<file path="src/rtl/ctrl_rx_cmd_pkg.sv">
// Shared constants for the RX command sequencer: opcodes, FSM state encoding and ALU operand addresses.
package ctrl_rx_cmd_pkg;

  localparam int unsigned OP_W      = 8;
  localparam int unsigned FUN_W     = 4;
  localparam int unsigned ST_W      = 3;

  localparam logic [OP_W-1:0] OP_REG_WR  = 8'hAA;
  localparam logic [OP_W-1:0] OP_REG_RD  = 8'hBB;
  localparam logic [OP_W-1:0] OP_ALU_OP  = 8'hCC;
  localparam logic [OP_W-1:0] OP_ALU_NOP = 8'hDD;

  localparam int unsigned ALU_A_ADDR = 0;
  localparam int unsigned ALU_B_ADDR = 1;

  typedef enum logic [ST_W-1:0] {
    ST_IDLE   = 3'd0,
    ST_WR_ADR = 3'd1,
    ST_WR_DAT = 3'd2,
    ST_RD_ADR = 3'd3,
    ST_ALU_A  = 3'd4,
    ST_ALU_B  = 3'd5,
    ST_ALU_FN = 3'd6
  } state_e;

endpackage

</file>
<file path="src/rtl/ctrl_rx_cmd_timeout_cnt.sv">
// Idle-cycle counter for an open frame; expired_c flags the LIMIT-th consecutive cycle without a clear.
module cmd_timeout_cnt #(
  parameter int unsigned LIMIT = 4096
) (
  input  logic CLK,
  input  logic RST,
  input  logic clr,
  output logic expired_c
);

  localparam int unsigned CNT_W = (LIMIT > 1) ? $clog2(LIMIT) : 1;

  logic [CNT_W-1:0] cnt_q, cnt_d;

  always_ff @(posedge CLK or negedge RST) begin
    if (!RST) cnt_q <= '0;
    else      cnt_q <= cnt_d;
  end

  // Saturate at the expiry value; a clear on the expiry cycle suppresses the flag.
  always_comb begin
    expired_c = !clr && (cnt_q == CNT_W'(LIMIT - 1));
    cnt_d     = cnt_q;
    if (clr)             cnt_d = '0;
    else if (!expired_c) cnt_d = cnt_q + CNT_W'(1);
  end

endmodule

</file>
<file path="src/rtl/ctrl_rx_cmd.sv">
// Receive-side command sequencer: decodes UART RX byte frames into regfile/ALU/TX controls.
// Optional in-frame idle timeout enabled by defining CMD_TIMEOUT_EN.
module ctrl_rx_cmd
  import ctrl_rx_cmd_pkg::*;
#(
  parameter int unsigned WIDTH       = 8,
  parameter int unsigned ADDR_W      = 4,
  parameter int unsigned TIMEOUT_CYC = 4096
) (
  input  logic              CLK,
  input  logic              RST,
  input  logic [WIDTH-1:0]  RX_P_DATA,
  input  logic              RX_D_VLD,
  output logic [ADDR_W-1:0] Address,
  output logic              WrEn,
  output logic [WIDTH-1:0]  WrData,
  output logic              RdEn,
  output logic [FUN_W-1:0]  ALU_FUN,
  output logic              ALU_EN,
  output logic              CLK_GATE_EN,
  output logic              enable_alu,
  output logic              enable_reg,
  output logic              CMD_ERR
);

  state_e              state_q, state_d;
  logic [ADDR_W-1:0]   addr_q, addr_d;
  logic [WIDTH-1:0]    wr_data_q, wr_data_d;
  logic [FUN_W-1:0]    alu_fun_q, alu_fun_d;
  logic                wr_en_q, wr_en_d;
  logic                rd_en_q, rd_en_d;
  logic                alu_en_q, alu_en_d;
  logic                gate_q, gate_d;
  logic                en_alu_q, en_alu_d;
  logic                en_reg_q, en_reg_d;
  logic                cmd_err_q, cmd_err_d;
  logic                timeout_c;

`ifdef CMD_TIMEOUT_EN
  cmd_timeout_cnt #(.LIMIT(TIMEOUT_CYC)) u_timeout (
    .CLK       (CLK),
    .RST       (RST),
    .clr       (RX_D_VLD || (state_q == ST_IDLE)),
    .expired_c (timeout_c)
  );
`else
  logic unused_timeout_cfg;
  assign unused_timeout_cfg = |TIMEOUT_CYC;
  assign timeout_c          = 1'b0;
`endif

  always_ff @(posedge CLK or negedge RST) begin
    if (!RST) begin
      state_q   <= ST_IDLE;
      addr_q    <= '0;
      wr_data_q <= '0;
      alu_fun_q <= '0;
      wr_en_q   <= 1'b0;
      rd_en_q   <= 1'b0;
      alu_en_q  <= 1'b0;
      gate_q    <= 1'b0;
      en_alu_q  <= 1'b0;
      en_reg_q  <= 1'b0;
      cmd_err_q <= 1'b0;
    end else begin
      state_q   <= state_d;
      addr_q    <= addr_d;
      wr_data_q <= wr_data_d;
      alu_fun_q <= alu_fun_d;
      wr_en_q   <= wr_en_d;
      rd_en_q   <= rd_en_d;
      alu_en_q  <= alu_en_d;
      gate_q    <= gate_d;
      en_alu_q  <= en_alu_d;
      en_reg_q  <= en_reg_d;
      cmd_err_q <= cmd_err_d;
    end
  end

  // Next state and outputs; the clock gate drops the cycle after ALU_EN unless a new ALU frame opens.
  always_comb begin
    state_d   = state_q;
    addr_d    = addr_q;
    wr_data_d = wr_data_q;
    alu_fun_d = alu_fun_q;
    wr_en_d   = 1'b0;
    rd_en_d   = 1'b0;
    alu_en_d  = 1'b0;
    en_alu_d  = 1'b0;
    en_reg_d  = 1'b0;
    cmd_err_d = 1'b0;
    gate_d    = gate_q && !alu_en_q;
    if (RX_D_VLD) begin
      unique case (state_q)
        ST_IDLE: begin
          if (RX_P_DATA == WIDTH'(OP_REG_WR))       state_d = ST_WR_ADR;
          else if (RX_P_DATA == WIDTH'(OP_REG_RD))  state_d = ST_RD_ADR;
          else if (RX_P_DATA == WIDTH'(OP_ALU_OP)) begin
            state_d = ST_ALU_A;
            gate_d  = 1'b1;
          end else if (RX_P_DATA == WIDTH'(OP_ALU_NOP)) begin
            state_d = ST_ALU_FN;
            gate_d  = 1'b1;
          end else begin
            cmd_err_d = 1'b1;
          end
        end
        ST_WR_ADR: begin
          addr_d  = RX_P_DATA[ADDR_W-1:0];
          state_d = ST_WR_DAT;
        end
        ST_WR_DAT: begin
          wr_en_d   = 1'b1;
          wr_data_d = RX_P_DATA;
          state_d   = ST_IDLE;
        end
        ST_RD_ADR: begin
          addr_d   = RX_P_DATA[ADDR_W-1:0];
          rd_en_d  = 1'b1;
          en_reg_d = 1'b1;
          state_d  = ST_IDLE;
        end
        ST_ALU_A: begin
          addr_d    = ADDR_W'(ALU_A_ADDR);
          wr_data_d = RX_P_DATA;
          wr_en_d   = 1'b1;
          state_d   = ST_ALU_B;
        end
        ST_ALU_B: begin
          addr_d    = ADDR_W'(ALU_B_ADDR);
          wr_data_d = RX_P_DATA;
          wr_en_d   = 1'b1;
          state_d   = ST_ALU_FN;
        end
        ST_ALU_FN: begin
          alu_fun_d = RX_P_DATA[FUN_W-1:0];
          alu_en_d  = 1'b1;
          en_alu_d  = 1'b1;
          state_d   = ST_IDLE;
        end
        default: state_d = ST_IDLE;
      endcase
    end else if (timeout_c && (state_q != ST_IDLE)) begin
      state_d   = ST_IDLE;
      cmd_err_d = 1'b1;
      gate_d    = 1'b0;
    end
  end

  assign Address     = addr_q;
  assign WrEn        = wr_en_q;
  assign WrData      = wr_data_q;
  assign RdEn        = rd_en_q;
  assign ALU_FUN     = alu_fun_q;
  assign ALU_EN      = alu_en_q;
  assign CLK_GATE_EN = gate_q;
  assign enable_alu  = en_alu_q;
  assign enable_reg  = en_reg_q;
  assign CMD_ERR     = cmd_err_q;

endmodule

</file>
<file path="config.mk">
export PLATFORM = sky130hd
export DESIGN_NAME = ctrl_rx_cmd
export DESIGN_NICKNAME = d
export VERILOG_FILES = /design/src/rtl/ctrl_rx_cmd_pkg.sv /design/src/rtl/ctrl_rx_cmd_timeout_cnt.sv /design/src/rtl/ctrl_rx_cmd.sv
export SDC_FILE = /design/constraint.sdc
export NUM_CORES = 1
export LEC_CHECK = 0
export ABC_AREA = 1
export CORE_ASPECT_RATIO = 0.8
export CORE_MARGIN = 4
export CORE_UTILIZATION = 25
export DETAILED_ROUTE_END_ITERATION = 10
export GPL_ROUTABILITY_DRIVEN = 0
export HOLD_SLACK_MARGIN = 0.06
export PLACE_DENSITY_LB_ADDON = 0.08
export SYNTH_ARGS = -nofsm -noshare
export SYNTH_HDL_FRONTEND = slang
export SYNTH_HIERARCHICAL = 1
export SYNTH_SLANG_ARGS = --single-unit
</file>
<file path="constraint.sdc">
create_clock -name CLK -period 3.74 [get_ports CLK]
set_input_delay 0.935 -clock CLK [delete_from_list [all_inputs] [get_ports CLK]]
set_output_delay 0.935 -clock CLK [all_outputs]
set_load 0.01 [all_outputs]
</file>
# Word level (Yosys, flattened, before mapping)
# Index checks and enable logic that the tools add are counted.
[op_classes]
n_reduce_logical = 10
mux = 24
eq_ne = 11
[ops]
columns = ["operator", "count"]
rows = [
  ["$eq 8x8->1 const B", 4],
  ["$mux 1", 18],
  ["$mux 3", 4],
  ["$pmux 3 s4", 1],
  ["$pmux 4 s3", 1],
  ["$eq 3x3->1 const B", 3],
  ["$reduce_and 2->1", 4],
  ["$eq 3x2->1 const B", 2],
  ["$ne 5x5->1 const B", 1],
  ["$eq 3x1->1 const B", 1],
  ["$logic_not 3->1", 1],
  ["$reduce_bool 3->1", 1],
  ["$reduce_or 3->1", 1],
  ["$reduce_or 2->1", 1],
  ["$logic_and 1x1->1", 1],
  ["$logic_not 1->1", 1],
]
[totals]
out_inout_bits = 23
word_cells = 54
input_bits = 11
regBits = 24

# Depth between registers and ports, before layout
[logic_depth]
word_depth = 8
ltp_mapped = 9
ltp_nobuf = 9

# Least setup slack after synthesis
# Ideal clock, no wire load.
[synth_timing]
path_kind = "input -> register"
from = "in RX_P_DATA[2]"
to = "reg state_q[1]"
slack_ns = 2.045
cell_stages = 8
path_buffers = 0
arrival_time_ns = 1.577
setup_ns = 0.118
required_time_ns = 3.622
cell_sequence = "inv_1 nand2_1 nor2_1 o21ai_1 nand3_2 nand2_2 nand2_1 nand2_1"
[synth_via]
elab_chain_len = 5
elab_cells_between_ends = 10
cone_classes = "eq/ne: 5; mux: 4; reduce/logical: 1"
[synth_lines]
columns = ["element", "line", "source"]
rows = [
  ["from (decl)", "ctrl_rx_cmd.sv:12", "input logic [WIDTH-1:0] RX_P_DATA,"],
  ["$eq 8x8->1", "ctrl_rx_cmd.sv:98", "else if (RX_P_DATA == WIDTH'(OP_ALU_OP)) begin"],
  ["$mux 3", "ctrl_rx_cmd.sv:98", ""],
  ["$mux 3", "ctrl_rx_cmd.sv:97", "else if (RX_P_DATA == WIDTH'(OP_REG_RD)) state_d = ST_RD_ADR;"],
  ["$mux 3", "ctrl_rx_cmd.sv:96", "if (RX_P_DATA == WIDTH'(OP_REG_WR)) state_d = ST_WR_ADR;"],
  ["$pmux 3 s4", "ctrl_rx_cmd.sv:94", "unique case (state_q)"],
  ["to (signal assigned)", "ctrl_rx_cmd.sv:66", "state_q <= state_d;"],
  ["to (decl)", "ctrl_rx_cmd.sv:26", "state_e state_q, state_d;"],
]
# Parallel ways exist; a longest one is shown, timed or not.
# A chain may end at the register's enable or synchronous reset.

# Worst setup path after layout
[layout_timing]
from = "reg en_alu_q, in the netlist enable_alu"
to = "out enable_alu"
[layout_rtl]
columns = ["element", "line", "source"]
rows = [
  ["from (decl)", "ctrl_rx_cmd.sv:34", "logic en_alu_q, en_alu_d;"],
  ["from (signal assigned)", "ctrl_rx_cmd.sv:74", "en_alu_q <= en_alu_d;"],
  ["to (decl)", "ctrl_rx_cmd.sv:21", "output logic enable_alu,"],
]
# No word-level cell between the ends.

==> results.txt <==
- Yosys instantiated no cell more often than nand2_1.
* LEAKAGE: around 0.74 nW
- Total net switching power: ~0.45 mW
- After filler insertion, the fill cell instance count of the layout stands at approximately 450.
- The post-route netlist has about 12% of its cells at a drive strength greater than 1.
* Syn avg cell area: 8.52 sq um
- Largest net degree at the start of global routing: 25
* Wire length of the first global-routing pass: 4910 microns
- Of the post-synthesis cell area, the part taken by muxes is 0%.
- Register bit total from synthesis: 24
- Net switching is a little over a third of the power.
- Area leader, netlist: dfrtp_1
* Post-CTS Setup Inserts: 0
- After detailed routing, the average wire length per cell comes to approximately 13 microns.
* DR vias/cell: ~4.3
- Post-Synthesis Net Count: ~150
* Sequential fraction of the synthesis area: around 53%
* Vias post-DR: 978
- Largest register FFs: 8
- Number of global-route vias before repair: ~970
- Gates resized during post-CTS repair numbered 0.
- Bufs on Longest Clock Path: 2
* Area growth from synthesis to layout: 39.8%
* Setup repair after global routing missed its margin: false
- Dominant delay contributor by cell family on the critical path: buffers and inverters
- Post-Synth Adder-Cell Area: 0%
* Max-slew violation total from the final report: 0
- For the final database, setup skew stands at between 0.004 and 0.005 ns.
- After routing the design area is ~1600 sq um.
- For this design the top-level I/O count stands at 34.
- Ratio of total power to cell area: 778 nW/um^2
- Internal power comes to 0.790 mW.
- Synthesis instantiated 22 different standard cells from the library.
- Ys async rst share: 100%
* Primary FF master, synth: dfrtp_1
* Critical path startpoint: enable_alu
* Overall power consumption: roughly 1.2 mW
- Cells fill 37.2% of the core in the end.
- Num Clock Sinks: 24
- Classification of the worst-slack hold path: register to register
- Number of enable flip-flop cells after synthesis: 0
- Placed inst area: between 1500 and 2000 sq um
- Cell at the root of the clock tree: clkbuf_8
- After synthesis, the cell types taking the most area are dfrtp_1 53%, nand2_1 15%, o21ai_2 5.4%, inv_1 4.3%, nor2_1 3.6%.
* Share of the synthesized area in compound gates (AO/OA/AOI/OAI): 12.8%
- The commonest cells after synthesis are 46 x nand2_1, 24 x dfrtp_1, 13 x inv_1.
* Horizontal die dimension: approximately 84 microns
- Slowest-stage cell, CP: clkdlybuf4s50_1
* Initial antenna violation count: 0
- For the worst setup path, the data arrival time is around 1.2 ns.
- Maximum single-stage delay on the critical path: 0.56 ns
- Number of remaining DRC errors: 0
- The floorplan step defined a die boundary enclosing 5720 sq um.
* Post-CTS Hold Fix Bufs: 0
- Combined buffer and inverter count along the critical path: 1
- The later pin in the worst-skew pair is clocked with a latency of ~0.27 ns.
* Std-Cell Core Area: approximately 4300 sq um
* Worst setup EP type: output port
* Post-Route Setup TNS: 0 ns
* Logic gate share of total power: about 46%
- Antenna Nets Post-Route: 0
- On the final layout, the worst hold slack is 0.489 ns.
- Setup violations remaining at the end of the flow were counted as 0.
* Final wirelength: a little under 3000 microns
* Reg-to-reg critical path startpoint: state_q[1]
* CTS H-tree lvls: 1
- Sort of element at the start of the critical path: register
- Number of input and output port buffers inserted: 33
- Once the floorplan was initialized, standard cells occupied 26.6% of the core.
- Post-synthesis simple-gate area fraction: 26.6%
- VDD sags by at most just under 0.3 mV.
- Req. time, crit path: 2.80 ns
* Final HPWL DP: 2290 microns
* Main combinational cell family by area after synthesis: simple AND/OR/NAND/NOR gates
- After floorplanning, the core was divided into 21 placement rows.
- After layout, the worst path uses about three fifths of the clock period.
- Registers are responsible for a little over a third of the overall power.
* Slew at the pin closest to its max-slew limit: ~0.5 ns
- Across the run, the number of max-cap violations was 0.
- The die is around 68 microns tall.
* Diodes inserted: 0
* Xor/xnor share of the synthesized area: 0%
- Result of the run: finished clean
* Count of mapped cells out of synthesis: approximately 130
- Clock tree synthesis inserted a total of 3 buffers.
* Global router's overall resource usage: 11.3%
- Number of nets in the layout: 181
* Maximum clock frequency: 459 MHz
- Start point of the worst hold path: Address[3]
- In this run the tightest slew margin relative to its limit is 66.0%.
- Post-synthesis instance area: 1140 sq um
* Crit-path max FO: 3
- First-pass iteration count of the detailed router: 4
* TritonCTS clock tree: yes
- During synthesis, Yosys emitted a total of 6 warnings.
- Of the total power, the clock network draws about 19%.
* Fin. Hold Viols: 0
- Total global routing overflow: 0
* Proportion of netlist area held by the largest area contributor: between 50% and 60%
- After layout, the minimum clock period comes to between 2 and 2.5 ns.
- The detailed router finished its first iteration with 35 violations.
* Class of the most critical setup path: register to output port
* Clock transition at the registers of the reported paths: roughly 0.090 ns
* Critical path cell sequence: clkdlybuf4s50_1
==> path summary, 6_finish.rpt <==
check	endpoint	slack [ns]	depth (start not counted)
worst max-delay path	enable_alu	1.56	1
worst min-delay path	Address[3]	0.49	2
worst max register to register	state_q[1]	2.30	4
worst min register to register	Address[3]	0.49	2
max in group asynchronous	state_q[2]	2.48	2
min in group asynchronous	ALU_FUN[3]	1.02	2
==> worst register-to-register path, delay by kind of cell, from the launching register on <==
| kind | cells | cell delay, ns |
|---|---|---|
| simple gates | 4 | 0.88 |
| flops | 1 | 0.44 |
==> cell type report <==
type,count,area (sq um),share of cell area [%]
clock inverters,1,30.0,1.88
clock buffers,3,41.3,2.59
flip-flops and latches,24,601,37.6
inverters,17,63.8,4.00
multi-input cells,90,450,28.2
well taps,57,71.3,4.47
repair buffers,34,338,21.2
==> kinds of logic (layout without fill, tap and decap cells) <==
kind of cell / count (synthesis) / in the layout
AO/OA/AOI/OAI: 19 / 19
flip-flops: 24 / 24
AND/OR/NAND/NOR: 71 / 71
buffers and inverters: 20 / 55
==> power by group through the flow <==
| stage | logic, mW | registers, mW | clock network (mW) |
|---|---|---|---|
| after floorplan | 0.269 | 0.484 | 0 |
| after global placement | 0.575 | 0.447 | 0 |
| after detailed placement | 0.575 | 0.450 | 0 |
| after CTS | 0.577 | 0.446 | 0.239 |
| after global routing | 0.628 | 0.460 | 0.253 |
| final | 0.567 | 0.445 | 0.230 |
==> cells in the final DEF (no fill, tap or decap), types with 3 or more instances in the layout <==
| cell type | synthesis | layout |
|---|---|---|
| nand2_1 | 46 | 46 |
| clkdlybuf4s50_1 | 0 | 33 |
| dfrtp_1 | 24 | 24 |
| inv_1 | 13 | 13 |
| nor2_1 | 11 | 11 |
| nand3_1 | 8 | 8 |
| o21ai_2 | 7 | 7 |
| inv_2 | 4 | 4 |
| o21ai_0 | 4 | 4 |
| o31ai_1 | 3 | 3 |
| clkbuf_8 | 0 | 3 |
==> per-layer routing <==
metal / share of wire [%] / GRT usage [%]
met1: 50 / 15.0
met2: 42 / 16.8
met3: 6.6 / 4.09
met4: 1.2 / 4.42
met5: 0 / 0
==> per-stage QoR <==
step	setup slack [ns]	instances
6_report	1.56	226
5_1_grt	1.45	226
4_1_cts	1.54	226
3_5_place_dp	1.26	222
3_3_place_gp	1.33	222
2_1_floorplan	2.05	134
(Power assumes the default switching activity.)
